$ cat src/rtl/fifo_pkg.sv
// Shared constants for the parameterised FIFO and its storage.
package fifo_pkg;

  // Default data word width in bits.
  localparam int unsigned DEFAULT_WIDTH = 8;

  // Default number of entries; must be a power of two.
  localparam int unsigned DEFAULT_DEPTH = 16;

endpackage

$ cat src/rtl/fifo_mem.sv
// FIFO storage: one synchronous write port and one registered read port.
// The array itself is never reset; only the read-data register is.
module fifo_mem
  import fifo_pkg::*;
#(
  parameter int unsigned WIDTH = DEFAULT_WIDTH,
  parameter int unsigned DEPTH = DEFAULT_DEPTH
) (
  input  logic                     clk_i,
  input  logic                     rst_i,
  input  logic                     we_i,
  input  logic [$clog2(DEPTH)-1:0] waddr_i,
  input  logic [WIDTH-1:0]         wdata_i,
  input  logic                     re_i,
  input  logic [$clog2(DEPTH)-1:0] raddr_i,
  output logic [WIDTH-1:0]         rdata_o
);

  logic [WIDTH-1:0] mem_q [DEPTH];
  logic [WIDTH-1:0] rdata_d;
  logic [WIDTH-1:0] rdata_q;

  // Storage write; no reset so the array maps onto plain RAM.
  always_ff @(posedge clk_i) begin
    if (we_i) begin
      mem_q[waddr_i] <= wdata_i;
    end
  end

  // Read data loads only on an accepted read, otherwise it holds.
  // A same-edge write to raddr_i is not visible here: the old word is returned.
  always_comb begin
    rdata_d = rdata_q;
    if (re_i) begin
      rdata_d = mem_q[raddr_i];
    end
  end

  // Read-data register with asynchronous clear.
  always_ff @(posedge clk_i or posedge rst_i) begin
    if (rst_i) begin
      rdata_q <= '0;
    end else begin
      rdata_q <= rdata_d;
    end
  end

  assign rdata_o = rdata_q;

endmodule

$ cat src/rtl/param_fifo.sv
// Parameterised synchronous FIFO: pointers, occupancy count, status flags and
// overflow/underflow pulses. Storage and the read-data register live in fifo_mem.
module param_fifo
  import fifo_pkg::*;
#(
  parameter int unsigned WIDTH    = DEFAULT_WIDTH,
  parameter int unsigned DEPTH    = DEFAULT_DEPTH,
  parameter int unsigned AF_LEVEL = DEPTH - 2,
  parameter int unsigned AE_LEVEL = 2
) (
  input  logic                     clk,
  input  logic                     rst,
  input  logic                     clr,
  input  logic                     wr,
  input  logic                     rd,
  input  logic [WIDTH-1:0]         din,
  output logic [WIDTH-1:0]         dout,
  output logic                     full,
  output logic                     empty,
  output logic                     almost_full,
  output logic                     almost_empty,
  output logic [$clog2(DEPTH):0]   count,
  output logic                     overflow,
  output logic                     underflow
);

  localparam int unsigned AddrW = $clog2(DEPTH);
  localparam int unsigned CntW  = AddrW + 1;

  localparam logic [CntW-1:0] DepthCnt = CntW'(DEPTH);
  localparam logic [CntW-1:0] AfCnt    = CntW'(AF_LEVEL);
  localparam logic [CntW-1:0] AeCnt    = CntW'(AE_LEVEL);

  // Reject illegal configurations at elaboration.
  if (WIDTH < 1) begin : gen_bad_width
    $error("param_fifo: WIDTH must be at least 1");
  end
  if ((DEPTH < 4) || ((DEPTH & (DEPTH - 1)) != 0)) begin : gen_bad_depth
    $error("param_fifo: DEPTH must be a power of two and at least 4");
  end
  if (AE_LEVEL >= AF_LEVEL) begin : gen_bad_levels
    $error("param_fifo: AE_LEVEL must be below AF_LEVEL");
  end
  if (AF_LEVEL > DEPTH) begin : gen_bad_af
    $error("param_fifo: AF_LEVEL must not exceed DEPTH");
  end

  logic [AddrW-1:0] wptr_d, wptr_q;
  logic [AddrW-1:0] rptr_d, rptr_q;
  logic [CntW-1:0]  count_d, count_q;
  logic             overflow_d, overflow_q;
  logic             underflow_d, underflow_q;
  logic             wr_ok;
  logic             rd_ok;

  // Flags come from the registered count only, so they settle one edge after the cause.
  always_comb begin
    full         = (count_q == DepthCnt);
    empty        = (count_q == '0);
    almost_full  = (count_q >= AfCnt);
    almost_empty = (count_q <= AeCnt);
  end

  // Accept decisions and next-state for pointers, count and error pulses.
  // A read is judged first so that a full FIFO can still take a write in the
  // same cycle as an accepted read. clr overrides everything and raises no pulse.
  always_comb begin
    rd_ok       = rd & ~empty & ~clr;
    wr_ok       = wr & (~full | rd_ok) & ~clr;
    overflow_d  = wr & ~wr_ok & ~clr;
    underflow_d = rd & ~rd_ok & ~clr;

    wptr_d  = wptr_q;
    rptr_d  = rptr_q;
    count_d = count_q;

    if (clr) begin
      wptr_d  = '0;
      rptr_d  = '0;
      count_d = '0;
    end else begin
      if (wr_ok) begin
        wptr_d = wptr_q + AddrW'(1);
      end
      if (rd_ok) begin
        rptr_d = rptr_q + AddrW'(1);
      end
      case ({wr_ok, rd_ok})
        2'b10:   count_d = count_q + CntW'(1);
        2'b01:   count_d = count_q - CntW'(1);
        default: count_d = count_q;
      endcase
    end
  end

  // Control state with asynchronous reset; pointers wrap naturally at DEPTH.
  always_ff @(posedge clk or posedge rst) begin
    if (rst) begin
      wptr_q      <= '0;
      rptr_q      <= '0;
      count_q     <= '0;
      overflow_q  <= 1'b0;
      underflow_q <= 1'b0;
    end else begin
      wptr_q      <= wptr_d;
      rptr_q      <= rptr_d;
      count_q     <= count_d;
      overflow_q  <= overflow_d;
      underflow_q <= underflow_d;
    end
  end

  assign count     = count_q;
  assign overflow  = overflow_q;
  assign underflow = underflow_q;

  fifo_mem #(
    .WIDTH (WIDTH),
    .DEPTH (DEPTH)
  ) u_mem (
    .clk_i   (clk),
    .rst_i   (rst),
    .we_i    (wr_ok),
    .waddr_i (wptr_q),
    .wdata_i (din),
    .re_i    (rd_ok),
    .raddr_i (rptr_q),
    .rdata_o (dout)
  );

endmodule
$ cat config.mk
export PLATFORM = sky130hd
export DESIGN_NAME = param_fifo
export DESIGN_NICKNAME = d
export VERILOG_FILES = /design/src/rtl/fifo_pkg.sv /design/src/rtl/fifo_mem.sv /design/src/rtl/param_fifo.sv
export SDC_FILE = /design/constraint.sdc
export NUM_CORES = 1
export LEC_CHECK = 0
export CAP_MARGIN = 25
export CORE_MARGIN = 1.5
export CORE_UTILIZATION = 28
export DETAILED_ROUTE_END_ITERATION = 7
export SKIP_CTS_REPAIR_TIMING = 1
export SYNTH_ARGS = -nofsm -noshare
export SYNTH_HDL_FRONTEND = slang
export SYNTH_HIERARCHICAL = 1
export SYNTH_SLANG_ARGS = --single-unit
$ cat constraint.sdc
create_clock -name clk -period 3.7 [get_ports clk]
set_input_delay 0.37 -clock clk [delete_from_list [all_inputs] [get_ports clk]]
set_output_delay 0.37 -clock clk [all_outputs]
set_load 0.05 [all_outputs]
* Yosys cells after proc, flatten, opt, wreduce, memory -nomap -nowiden
Memory sizes are Yosys's and may differ from the RTL's. A register that Yosys moved wholly into a read port is not among the register bits.
Index checks and enable logic that the tools add are counted.
** Cells by class
- Add/sub/neg operators :: 4
- $lt $le $gt $ge :: 2
- Eq/ne operators :: 3
- Muxes and demuxes :: 8
- Bitwise gates (word level) :: 14
- Reduce and logical (&&, ||, !) cells :: 4
** Operators with widths (number)
- two-way mux 4 bit :: 4
- case mux 5 bit (2 select lines) :: 1
- adder 4 x 1 -> 4 bit, second input constant :: 2
- AND 1 bit :: 8
- adder 5 x 1 -> 5 bit, second input constant :: 1
- == test 5 bit, second input constant :: 1
- greater-or-equal comparator 5 x 4 -> 1 bit, second input constant :: 1
- <= comparator 5 x 2 -> 1 bit, second input constant :: 1
- zero test 5 bit :: 1
- two-way mux 5 bit :: 1
- inverter 1 bit :: 5
- subtractor 5 x 1 -> 5 bit, second input constant :: 1
- nonzero test 2 bit :: 2
- nonzero test 3 bit :: 1
- == test 2 x 1 -> 1 bit, second input constant :: 1
- == test 2 bit, second input constant :: 1
- two-way mux 1 bit :: 2
- OR 1 bit :: 1
** Word-level totals
- Flip-flop bits (word level) :: 15
- Memory bits (writable) :: 128
- Output and inout port bits :: 19
- Word-level logic and storage cells :: 41
- Memories kept :: 1
** Memories
- u_mem.mem_q :: depth 16, width 8, read ports 1, clocked after Yosys merged registers in 1, write ports 1, line fifo_mem.sv:19 : logic [WIDTH-1:0] mem_q [DEPTH];

* Depth between registers and ports, before layout
- Depth after elaboration :: 10
- Gate-level depth with buffers :: 10
- Depth with buffers taken out :: 9

* Hierarchy
The synthesis kept the hierarchy.
** By module, submodules not included
- fifo_mem :: times used 1, cells each 241, area an instance 5335.1 µm², sequential area each 4043.9 µm²
- param_fifo :: times used 1, cells each 103, area an instance 1004.7 µm², sequential area each 375.4 µm²

* Least setup slack after synthesis
No wires, ideal clock.
- Path type :: reg2out
- From :: reg count_q[4], in the netlist count[4]
- To :: out almost_empty
- Arrival time :: 3.283 ns
- Required time :: 3.330 ns
- Path slack :: 0.047 ns
- Stages on the path, launching flop included :: 3
- Buffers on the path :: 1
- Path through :: dfrtp_1 -> buf_2 -> a2111oi_0
** On the way
- Cells in the longest elaborated chain, start to end :: 1
** Ends and longest elaborated chain
- start, declared :: line param_fifo.sv:50 : logic [CntW-1:0] count_d, count_q;
- start signal, assigned :: line param_fifo.sv:107 : count_q <= count_d;
- <= comparator 5 x 2 -> 1 bit :: line param_fifo.sv:61 : almost_empty = (count_q <= AeCnt);
- end, declared :: line param_fifo.sv:21 : output logic almost_empty,
No other way between the ends.

* Worst setup path after layout
- From :: reg count_q[1], in the netlist count[1]
- To :: out empty
** On the way
- Cells in the longest elaborated chain, start to end :: 1
** Ends and longest elaborated chain
- zero test 5 bit :: line param_fifo.sv:59 : empty = (count_q == '0);
- end, declared :: line param_fifo.sv:19 : output logic empty,
No other way between the ends.

==> impl_metrics.tcl <==
set metrics [dict create \
    max-slew-margin-rel 0.4643 \
    total_nets_final 415 \
    totalWireLength_mm 12.65 \
    place.gp.congestion 0.8030 \
    htree_num_levels 4 \
    tightest_slew_ps 800.6 \
    grt_start_max_net_pins 25 \
    rr_worst_depth 9 \
    die_height_um 153.5 \
    achievable-frequency_ghz 0.3330 \
    pin_count 32 \
    net-switching-power_w 0.001468 \
    port_buffers 31 \
    cell_by_cell_trace_of_the_critical_path "or4_1 > nor2_1 > clkdlybuf4s50_1" \
    critical_path_depth 3 \
    vias 3273 \
    regToRegEndpoint "count[4]" \
    num_rows 54 \
    post_synth_main_area_contributors "sky130_fd_sc_hd__edfxtp_1, sky130_fd_sc_hd__mux4_2, sky130_fd_sc_hd__dfrtp_1" \
    wl_per_cell_um 18.35 \
    skew_ps 4.837 \
    clk_path_buf_depth 2 \
    worst_path_largest_cell_delay_ps 830 \
    ys.warnings.count 6 \
    hpwlAfterDp_mm 8.329 \
    final_hold_vios 0 \
    antenna_violations_before_repair 0 \
    outcome "completed" \
    setup.worst_path.start_class "register" \
    yosysSeqAreaShare 0.6971 \
    ctsRootBufferMaster "sky130_fd_sc_hd__clkbuf_16" \
    path_class "register to primary output" \
    path_delay_family "simple AND/OR/NAND/NOR gates" \
    diodes 0 \
    layout-area-overhead-vs-synth_pct 20.64 \
    fp.coreArea_um2 22030 \
    drt-vias-per-instance 4.750 \
    clock_power_share 0.362 \
    whs_ps 293.5 \
    via_count_of_the_first_global_routing_pass 3429 \
    dr.first_iter.drc_count 216 \
    seq_power_share 0.411 \
    cellLeakagePower_nw 2.557 \
    cell_internal_pwr_w 0.003516 \
    synth_async_sr_flop_share 0.1523 \
    share_of_the_synthesized_area_in_the_top_cell_type 0.6063 \
    critPathBufInv 1 \
    fillerInstances 2089 \
    yosys.cell_types.count 50 \
    postSynthCellCount 344 \
    slew_violations 0 \
    synth_area_per_cell_um2 18.43 \
    synth_flop_cell "sky130_fd_sc_hd__edfxtp_1" \
    synth-seq-cells 151 \
    grt_overflow 0 \
    cell_with_the_most_instances_after_synthesis "sky130_fd_sc_hd__edfxtp_1" \
    worst_setup_path_endpoint "empty" \
    ff2ff_setup_slack_ps 710 \
    cts.clk_slew.worst_paths_ps 60 \
    critical_path.slowest_cell "sky130_fd_sc_hd__clkdlybuf4s50_1" \
    cap_viol_max_count 0 \
    timing.final.setup_violations 0 \
    worst_skew_pair.late_latency_ps 410 \
    worstPathMaxFanout 8 \
    post-synth-top-area-cell "sky130_fd_sc_hd__edfxtp_1" \
    grt_setup_unrepaired "no" \
    layout_worst_path_cycle_share 0.8116 \
    max-vdd-ir-drop_mv 0.7100 \
    crit_path_end_kind "primary output" \
    mappedNetlistNets 363 \
    worstHoldPathType "primary input to async pin" \
    r2r_path_start "count[1]" \
    final_util 0.3473 \
    die_width_um 153.5 \
    grtUsageTotal 0.1147 \
    initial_util 0.2878 \
    synth-edff-count 128 \
    layout_setup_ws_ps 697.0 \
    post-place-ws_ps 758.2 \
    power.total_w 0.004985 \
    cts_tree "yes" \
    first_pass_iters 4 \
    antenna_violating_nets_post_route 0 \
    swShare 0.2946 \
    cts_made_buffers 17 \
    netlist_top_cells_count "sky130_fd_sc_hd__edfxtp_1, sky130_fd_sc_hd__nor2_1, sky130_fd_sc_hd__mux4_2" \
    layout-drive-gt1-share 0.2298 \
    clock-sinks 151 \
    critPathArrivalTime_ps 2630 \
    cp_data_required_time_ps 3330 \
    critical_path.startpoint "count[1]" \
    syn_area_um2 6340 \
    tns_ps 0 \
    p_comb_frac 0.227 \
    drc_errors 0 \
    die_area_um2 23550 \
    pwr_density_cell_nw_per_um2 651.7 \
    grt_pass1_wl_mm 19.93 \
    post-route-min-period_ps 3003 \
]
-- power groups by stage --
stage | Combinational (W) | Sequential (W) | Clock, W
final | 0.00113 | 0.00205 | 0.00180
after global placement | 0.00112 | 0.00208 | 0
after detailed placement | 0.00113 | 0.00209 | 0
after CTS | 0.00113 | 0.00205 | 0.00185
after floorplan | 0.000640 | 0.00226 | 0
after global routing | 0.00121 | 0.00207 | 0.00192
-- cell families after synthesis --
logic type / synth area share
AO/OA/AOI/OAI: 0.05842
flip-flops: 0.6971
AND/OR/NAND/NOR: 0.05743
multiplexers: 0.1370
XOR/XNOR: 0.008289
adder cells (fa/ha/maj): 0.01303
buffers and inverters: 0.02881
-- worst min path at each step --
stage / cells past startpoint / slack (ps) / to / startpoint
finish: 2 / 290 / u_mem/rdata_o[0] / rst
global route: 2 / 330 / u_mem/rdata_o[7] / rst
CTS: 2 / 290 / u_mem/rdata_o[1] / rst
detailed placement: 2 / 560 / u_mem/rdata_o[5] / u_mem/rdata_o[5]
global placement: 2 / 570 / u_mem/rdata_o[5] / u_mem/rdata_o[5]
floorplan: 1 / 190 / u_mem/rdata_o[0] / rst
-- flip-flops by register name, indices dropped and copies added (netlist names) --
signal / count
u_mem/mem_q: 128
u_mem/rdata_o: 8
count: 5
rptr_q: 4
wptr_q: 4
overflow: 1
underflow: 1
-- cell usage in the layout, fill, tap and decap left out, types with 3 or more instances in the layout --
master                            Yosys  final
sky130_fd_sc_hd__ha_1                 5      5
sky130_fd_sc_hd__nand3_1              5      5
sky130_fd_sc_hd__a21oi_1              6      6
sky130_fd_sc_hd__edfxtp_1           128    128
sky130_fd_sc_hd__clkdlybuf4s50_1      0     31
sky130_fd_sc_hd__mux4_2              26     26
sky130_fd_sc_hd__nor2_1              34     34
sky130_fd_sc_hd__nand2_1              3      3
sky130_fd_sc_hd__o22ai_1              7      7
sky130_fd_sc_hd__mux4_1               6      6
sky130_fd_sc_hd__bufinv_16            0      3
sky130_fd_sc_hd__buf_4                1     20
sky130_fd_sc_hd__clkbuf_8             0      5
sky130_fd_sc_hd__clkbuf_16            0     17
sky130_fd_sc_hd__inv_1                7      7
sky130_fd_sc_hd__a221oi_2             8      8
sky130_fd_sc_hd__mux2i_1             11     11
sky130_fd_sc_hd__nor3_1               7      7
sky130_fd_sc_hd__o21a_1               3      3
sky130_fd_sc_hd__nand2b_1             6      6
sky130_fd_sc_hd__nor2b_1              5      5
sky130_fd_sc_hd__dfrtp_1             23     23
sky130_fd_sc_hd__xor2_1               4      4
-- per-layer routing --
layer | share of wire | vias to the layer above | track usage
met4 | 0.010 | 0 | 0.03190
met1 | 0.44 | 1682 | 0.1509
met2 | 0.49 | 91 | 0.1853
li1 | - | 1489 | -
met3 | 0.060 | 11 | 0.03317
met5 | 0 | - | 0
-- metrics by stage --
stage | cell area (um2) | cells
floorplan | 6340 | 344
CTS | 7649 | 689
detailed placement | 7014 | 657
finish | 7649 | 689
global route | 7649 | 689
global placement | 7014 | 657
-- final cells by class --
| cell class | instances | area [um2] | share of cell area |
|---|---|---|---|
| multi-input combinational | 167 | 1738 | 0.2272 |
| sequential | 151 | 4419 | 0.5778 |
| inverter | 7 | 26.28 | 0.003435 |
| tap | 280 | 350.3 | 0.04580 |
| clock inverter | 9 | 136.4 | 0.01783 |
| timing repair buffer | 52 | 480.5 | 0.06282 |
| clock buffer | 23 | 498.0 | 0.06511 |
Power figures use the tool's default switching activity.
